==> config.mk <==
export PLATFORM = sky130hd
export DESIGN_NAME = mem_req_ctrl
export DESIGN_NICKNAME = d
export VERILOG_FILES = /design/src/rtl/mem_req_ctrl.sv
export SDC_FILE = /design/constraint.sdc
export NUM_CORES = 1
export LEC_CHECK = 0
export ABC_AREA = 1
export CAP_MARGIN = 20
export CORE_MARGIN = 2
export CORE_UTILIZATION = 25
export CTS_CLUSTER_DIAMETER = 40
export DETAILED_ROUTE_END_ITERATION = 16
export GPL_TIMING_DRIVEN = 0
export PLACE_DENSITY = 0.63
export SYNTH_ARGS = -nofsm -noshare
export SYNTH_HDL_FRONTEND = slang
export SYNTH_SLANG_ARGS = --single-unit
==> constraint.sdc <==
create_clock -name clk -period 2.2 [get_ports clk]
set_input_delay 0.44 -clock clk [delete_from_list [all_inputs] [get_ports clk]]
set_output_delay 0.44 -clock clk [all_outputs]
set_load 0.01 [all_outputs]
==> src/rtl/mem_req_ctrl.sv <==
// Core-side memory request controller.
// Accepts one load/store from the execute stage, runs the valid/yumi
// handshake with the data memory, and returns a single-cycle completion
// pulse carrying extended load data or an error flag. The pipeline is
// stalled while a transaction is outstanding.
module mem_req_ctrl #(
  parameter int TIMEOUT_P = 255
) (
  input  logic        clk,
  input  logic        reset,
  input  logic        req_valid_i,
  input  logic        req_wen_i,
  input  logic        req_byte_i,
  input  logic        req_sext_i,
  input  logic [31:0] req_addr_i,
  input  logic [31:0] req_wdata_i,
  output logic        req_ready_o,
  output logic        stall_o,
  output logic        resp_valid_o,
  output logic [31:0] resp_rdata_o,
  output logic        resp_err_o,
  output logic        mem_valid_o,
  output logic        mem_wen_o,
  output logic        mem_byte_o,
  output logic [31:0] mem_addr_o,
  output logic [31:0] mem_wdata_o,
  output logic        mem_yumi_o,
  input  logic        mem_yumi_i,
  input  logic        mem_valid_i,
  input  logic [31:0] mem_rdata_i
);

  localparam int CNT_W = $clog2(TIMEOUT_P + 1);
  // Counter value in the final WAIT cycle before the abort.
  localparam logic [CNT_W-1:0] CNT_LAST = CNT_W'(TIMEOUT_P - 1);

  typedef enum logic [1:0] {
    IDLE = 2'd0,
    REQ  = 2'd1,
    WAIT = 2'd2,
    RESP = 2'd3
  } state_t;

  state_t           state;
  logic [CNT_W-1:0] wait_cnt;
  logic             wen_r;
  logic             byte_r;
  logic             sext_r;
  logic [31:0]      addr_r;
  logic [31:0]      wdata_r;
  logic [31:0]      rdata_r;
  logic             err_r;
  logic             ready_r;
  logic             mem_valid_r;
  logic             resp_valid_r;

  // Transaction FSM: latches the request, sequences the memory handshake and
  // produces the registered status outputs alongside the state.
  always_ff @(posedge clk) begin
    if (!reset) begin
      state        <= IDLE;
      wait_cnt     <= '0;
      wen_r        <= 1'b0;
      byte_r       <= 1'b0;
      sext_r       <= 1'b0;
      addr_r       <= '0;
      wdata_r      <= '0;
      rdata_r      <= '0;
      err_r        <= 1'b0;
      ready_r      <= 1'b1;
      mem_valid_r  <= 1'b0;
      resp_valid_r <= 1'b0;
    end else begin
      case (state)
        IDLE: begin
          if (req_valid_i) begin
            wen_r   <= req_wen_i;
            byte_r  <= req_byte_i;
            sext_r  <= req_sext_i;
            addr_r  <= req_addr_i;
            wdata_r <= req_wdata_i;
            rdata_r <= '0;
            ready_r <= 1'b0;
            if (!req_byte_i && (req_addr_i[1:0] != 2'b00)) begin
              err_r        <= 1'b1;
              resp_valid_r <= 1'b1;
              state        <= RESP;
            end else begin
              err_r       <= 1'b0;
              mem_valid_r <= 1'b1;
              state       <= REQ;
            end
          end
        end
        REQ: begin
          if (mem_yumi_i) begin
            wait_cnt    <= '0;
            mem_valid_r <= 1'b0;
            state       <= WAIT;
          end
        end
        WAIT: begin
          if (mem_valid_i) begin
            err_r <= 1'b0;
            if (wen_r) begin
              rdata_r <= '0;
            end else if (byte_r) begin
              rdata_r <= {{24{sext_r & mem_rdata_i[7]}}, mem_rdata_i[7:0]};
            end else begin
              rdata_r <= mem_rdata_i;
            end
            resp_valid_r <= 1'b1;
            state        <= RESP;
          end else begin
            wait_cnt <= wait_cnt + CNT_W'(1);
            if (wait_cnt == CNT_LAST) begin
              err_r        <= 1'b1;
              rdata_r      <= '0;
              resp_valid_r <= 1'b1;
              state        <= RESP;
            end
          end
        end
        RESP: begin
          rdata_r      <= '0;
          err_r        <= 1'b0;
          resp_valid_r <= 1'b0;
          ready_r      <= 1'b1;
          state        <= IDLE;
        end
        default: begin
          mem_valid_r  <= 1'b0;
          resp_valid_r <= 1'b0;
          ready_r      <= 1'b1;
          state        <= IDLE;
        end
      endcase
    end
  end

  assign req_ready_o  = ready_r;
  assign stall_o      = (ready_r & req_valid_i) | (state == REQ) | (state == WAIT);
  assign resp_valid_o = resp_valid_r;
  assign resp_rdata_o = rdata_r;
  assign resp_err_o   = err_r;
  assign mem_valid_o  = mem_valid_r;
  assign mem_wen_o    = wen_r;
  assign mem_byte_o   = byte_r;
  assign mem_addr_o   = addr_r;
  assign mem_wdata_o  = wdata_r;
  assign mem_yumi_o   = (state == WAIT) & mem_valid_i;

endmodule

# Yosys cells after proc, flatten, opt, wreduce, memory -nomap -nowiden

Index checks and enable logic that the tools add are counted.

Add/sub/neg operators: 1
Eq/ne operators: 10
Mux-type cells: 30
Bitwise gates (word level): 5
Reductions and logical operators: 15

Operators by type and width:

| cell                                                            | count |
|---|---|
| 32-bit 2-to-1 mux                                               | 5 |
| 32-bit one-hot mux with 3 select lines                          | 1 |
| 8-bit 2-to-1 mux                                                | 2 |
| 8-bit one-hot mux with 2 select lines                           | 1 |
| 1-bit 2-to-1 mux                                                | 11 |
| 2-bit 2-to-1 mux                                                | 5 |
| 2-bit != test, second input constant                            | 5 |
| 3-bit AND reduction                                             | 3 |
| 8-bit by 1-bit adder with 8-bit output, second input constant   | 1 |
| 8-bit == test, second input constant                            | 1 |
| 2-bit one-hot mux with 4 select lines                           | 1 |
| 4-bit AND reduction                                             | 2 |
| 2-bit nonzero test                                              | 4 |
| 1-bit one-hot mux with 3 select lines                           | 2 |
| 2-bit == test, second input constant                            | 2 |
| 1-bit one-hot mux with 2 select lines                           | 2 |
| 2-bit AND reduction                                             | 2 |
| 1-bit bitwise AND                                               | 3 |
| 3-bit != test, second input constant                            | 1 |
| 3-bit nonzero test                                              | 1 |
| 2-bit by 1-bit == test with 1-bit output, second input constant | 1 |
| 2-bit logical NOT                                               | 1 |
| 1-bit OR                                                        | 2 |
| 1-bit logical AND                                               | 1 |
| 1-bit logical NOT                                               | 1 |

Bits in registers: 113
Bits of input ports: 104
Output and inout bits: 104
Word-level logic and storage cells: 73

# Longest topological paths before layout

Word-level depth: 5
Gate-level depth with buffers: 12

# Worst setup path before layout

Ideal clock, no wire load.

Path kind: flip-flop to output port
Start: register state[1]
End: output stall_o
Data arrival time: 1427 ps
Data required time: 1760 ps
Setup slack: 333 ps
Stages on the path, launching flop included: 7
Path buffers: 2
Path through: dfxtp_1 inv_1 ha_1 inv_1 clkbuf_1 buf_1 nand3_1

Word-level cells in the longest chain between the ends: 3
Elaborated cells between the ends (all ways): 4
Classes of those cells: eq/ne: 2; bitwise: 2

Ends and longest elaborated chain:

| item                                     | line | RTL |
|---|---|---|
| from (decl)                              | 44   | `state_t state;` |
| from (signal assigned)                   | 61   | `state <= IDLE;` |
| from (signal assigned)                   | 87   | `state <= RESP;` |
| from (signal assigned)                   | 91   | `state <= REQ;` |
| 2-bit by 1-bit == test with 1-bit output | 142  | `assign stall_o = (ready_r & req_valid_i) \| (state == REQ) \| (state == WAIT);` |
| 1-bit OR                                 | 142  |  |
| 1-bit OR (*)                             | 142  |  |
| to (decl)                                | 18   | `output logic stall_o,` |

Every way passes the cells marked *; elsewhere a longest branch is shown, timed or not.

# Worst setup path in the final report

Same ends and word-level chain as after synthesis.

==> metrics.txt <==
outcome finished clean; maximum clock insertion buffer count 2; input/output buffers between 200 and 250; die width between 100 and 150 um; RD Place Congestion 0.788; largest family of logic cells by synthesized area simple AND/OR/NAND/NOR gates; commonest cells in the netlist nor2_1, nand2_1, dfxtp_1; H-tree depth 4; adder-cell area share of the yosys netlist 0.0151; Area Growth Syn to Fin 59.8%; simple-gate share of the synthesized area 0.336; Power Density around 1300 nW/um2; Clock Sinks between 100 and 150; drt initial violations slightly above 200; diode count 0; Avg Cell Area, Syn approximately 6.8 um2; Rows 51; Clk Latency, worst-skew pair 0.41 ns; area of the multi-input gates approximately 2200 um2; Reg area 2260 um2; Worst-Margin Slew ~0.59 ns; synthesized instance count between 700 and 800; Req. time, crit path around 1.8 ns; via density per instance approximately 4.2; die area around 21,000 um2; Crit Path Class flip-flop to output pin; Post-DRT Antenna Nets 0; CTS tree built; Hold Crit Class flip-flop to flip-flop; ys flop type dfxtp_1; ys async rst share 0; Final min period 2.17 ns; die height 145 um; Root Driver clkbuf_16; largest net degree at the start of global routing 17; number of global-route vias before repair around 5k; antenna violations before repair 0; Initial Util 0.255; Critical Path Start Type flip-flop; sequential area share after synthesis 0.455; TritonCTS Buffers 17; Final Max Slew Viols 0; Final Skew approximately 0.0056 ns; post-synth net total roughly 840; Post-CTS Setup Repair Bufs 0; synth top area cells dfxtp_1, nor2_1, nand2_1, o21ai_0, inv_1; FF+latch count, synth approximately 110; period utilization 0.987; clock-pin slew on the worst setup and hold paths approximately 0.06 ns; WL met2 roughly 7300 um; endpoint type of the worst setup path output pin; Post-synth EDFFs 0; mux share of post-synthesis cell area 0; Boundary Pins 208; xor/xnor share of the synthesized area 0.00352; Max Freq 461 MHz; metal3 WL 1640 um; Worst path max stage delay roughly 0.33 ns; Synth Area in Compound Gates 0.0856; RSZ-0062 raised after global routing yes; Remaining DRCs 0; first-pass GRT wire length 25,900 um; Hold Violations, Final 0; Slew headroom 0.605; VDD IR-drop max between 0.7 and 0.8 mV; Hold WS 0.480 ns; Yosys warning count 0; slowest CP cell dfxtp_2; Post-Place Cells between 1k and 1.5k; Pre-antenna DRT Iters 5; Setup-failing EPs final 0; Overflow after GRT 0; Synth top area share 0.455; cell taking the most area after synthesis dfxtp_1; hold-fix buffers at CTS 0; Pleak between 3 and 4 nW; CP max FO 12; Post-Route WL 16,200 um; Max Used Layer met4; Post-Layout Cell Count around 1.2k; routed vias 5,132; WL/cell ~13 um; DRT met1 WL about 7100 um; total of max-cap violations 0; area of the core slightly below 20,000 um2; dpl cell area 7360 um2; count leader, synth nor2_1; fin nets 1,063; count of cell types in the netlist 23; synthesized area between 4000 and 5000 um2; DP HPWL about 12,000 um; CP arrival between 1.5 and 2 ns; share of layout cells above drive strength 1 0.0819; internal reg-to-reg setup slack around 0.21 ns; Overall Global Routing Usage 0.154; design area 7940 um2; critical path cell sequence inv_1 -> ha_2 -> inv_6 -> buf_6 -> nand3_1 -> dlygate4sd2_1; # fillers 2,012
-- flip-flops by register name, summed over array words and instances (netlist names) --
name and cells:
sext_r 1, resp_rdata_o 32, req_ready_o 1, mem_addr_o 32, mem_wdata_o 32, mem_valid_o 1
mem_wen_o 1, resp_valid_o 1, resp_err_o 1, wait_cnt 8, mem_byte_o 1, state 2
-- worst paths after layout --
check | endpoint | depth (start not counted) | startpoint
worst max-delay path | stall_o | 6 | state[1]
worst min-delay path | mem_wdata_o[19] | 2 | mem_wdata_o[19]
worst max register to register | resp_rdata_o[1] | 9 | state[0]
worst min register to register | mem_wdata_o[19] | 2 | mem_wdata_o[19]
-- what timing repair did --
action / CTS / global route
gates resized for setup: 11 / 6
setup endpoints to repair: 2 / 23
gates cloned: 0 / 0
-- cell type report --
type                    count  share of cell area
flip-flops and latches    113               0.285
multi-input cells         486               0.276
repair buffers            206               0.259
clock buffers              17              0.0536
well taps                 265              0.0418
inverters                  84              0.0403
plain buffers              45              0.0265
clock inverters            14              0.0170
-- power breakdown --
group	switching [W]	total, W	internal (W)	leakage (nW)
Sequential	0.000334	0.00300	0.00267	0.932
Clock	0.00108	0.00264	0.00156	0.251
Combinational	0.00237	0.00444	0.00206	2.18
-- critical path, delay by kind of cell, from the launching register on --
kind          cells  cell delay [ns]
fa+ha+maj         1             0.28
buf+inv           4             0.63
flops             1             0.33
simple gates      1             0.08
-- logic make-up (layout without fill, tap and decap cells) --
logic type               after synthesis  after routing
adder cells (fa/ha/maj)                6              6
buffers and inverters                130            366
AND/OR/NAND/NOR                      393            393
XOR/XNOR                               2              2
AO/OA/AOI/OAI                         85             85
flip-flops                           113            113
-- placed cells by master, fill, tap and decap left out, types with 2 or more instances in the layout --
cell type	Yosys	routed
clkbuf_1	32	28
clkinvlp_4	0	7
xor2_1	2	2
o21ai_0	75	75
a21oi_1	10	10
dfxtp_1	113	112
buf_6	2	3
inv_1	81	80
or2_2	19	19
clkbuf_16	0	17
nand3_1	27	27
clkdlybuf4s50_1	0	204
ha_2	0	2
clkbuf_2	0	3
nor2_4	2	2
inv_2	3	3
inv_6	0	5
dlygate4sd2_1	0	2
nand2_1	117	117
buf_2	9	9
ha_1	6	4
nor2_1	190	190
clkinv_4	0	2
nand4_1	32	32
nand2_2	2	2
-- metal layers --
metal | vias up | global-route usage
met2 | 167 | 0.253
met1 | 2244 | 0.180
met3 | 5 | 0.0789
met4 | 0 | 0.0347
li1 | 2716 | -
met5 | - | 0
-- metrics by stage --
| stage | worst slack [ns] | util | power [W] | TNS (ns) |
|---|---|---|---|---|
| floorplan | 0.333 | - | 0.00547 | 0 |
| global placement | -0.537 | 0.378 | 0.00744 | -0.627 |
| detailed placement | -0.512 | 0.378 | 0.00747 | -0.805 |
| CTS | 0.0200 | 0.408 | 0.0102 | 0 |
| global route | -0.0874 | 0.408 | 0.0109 | -0.111 |
| finish | 0.0287 | 0.408 | 0.0101 | 0 |
(Power assumes the default switching activity.)
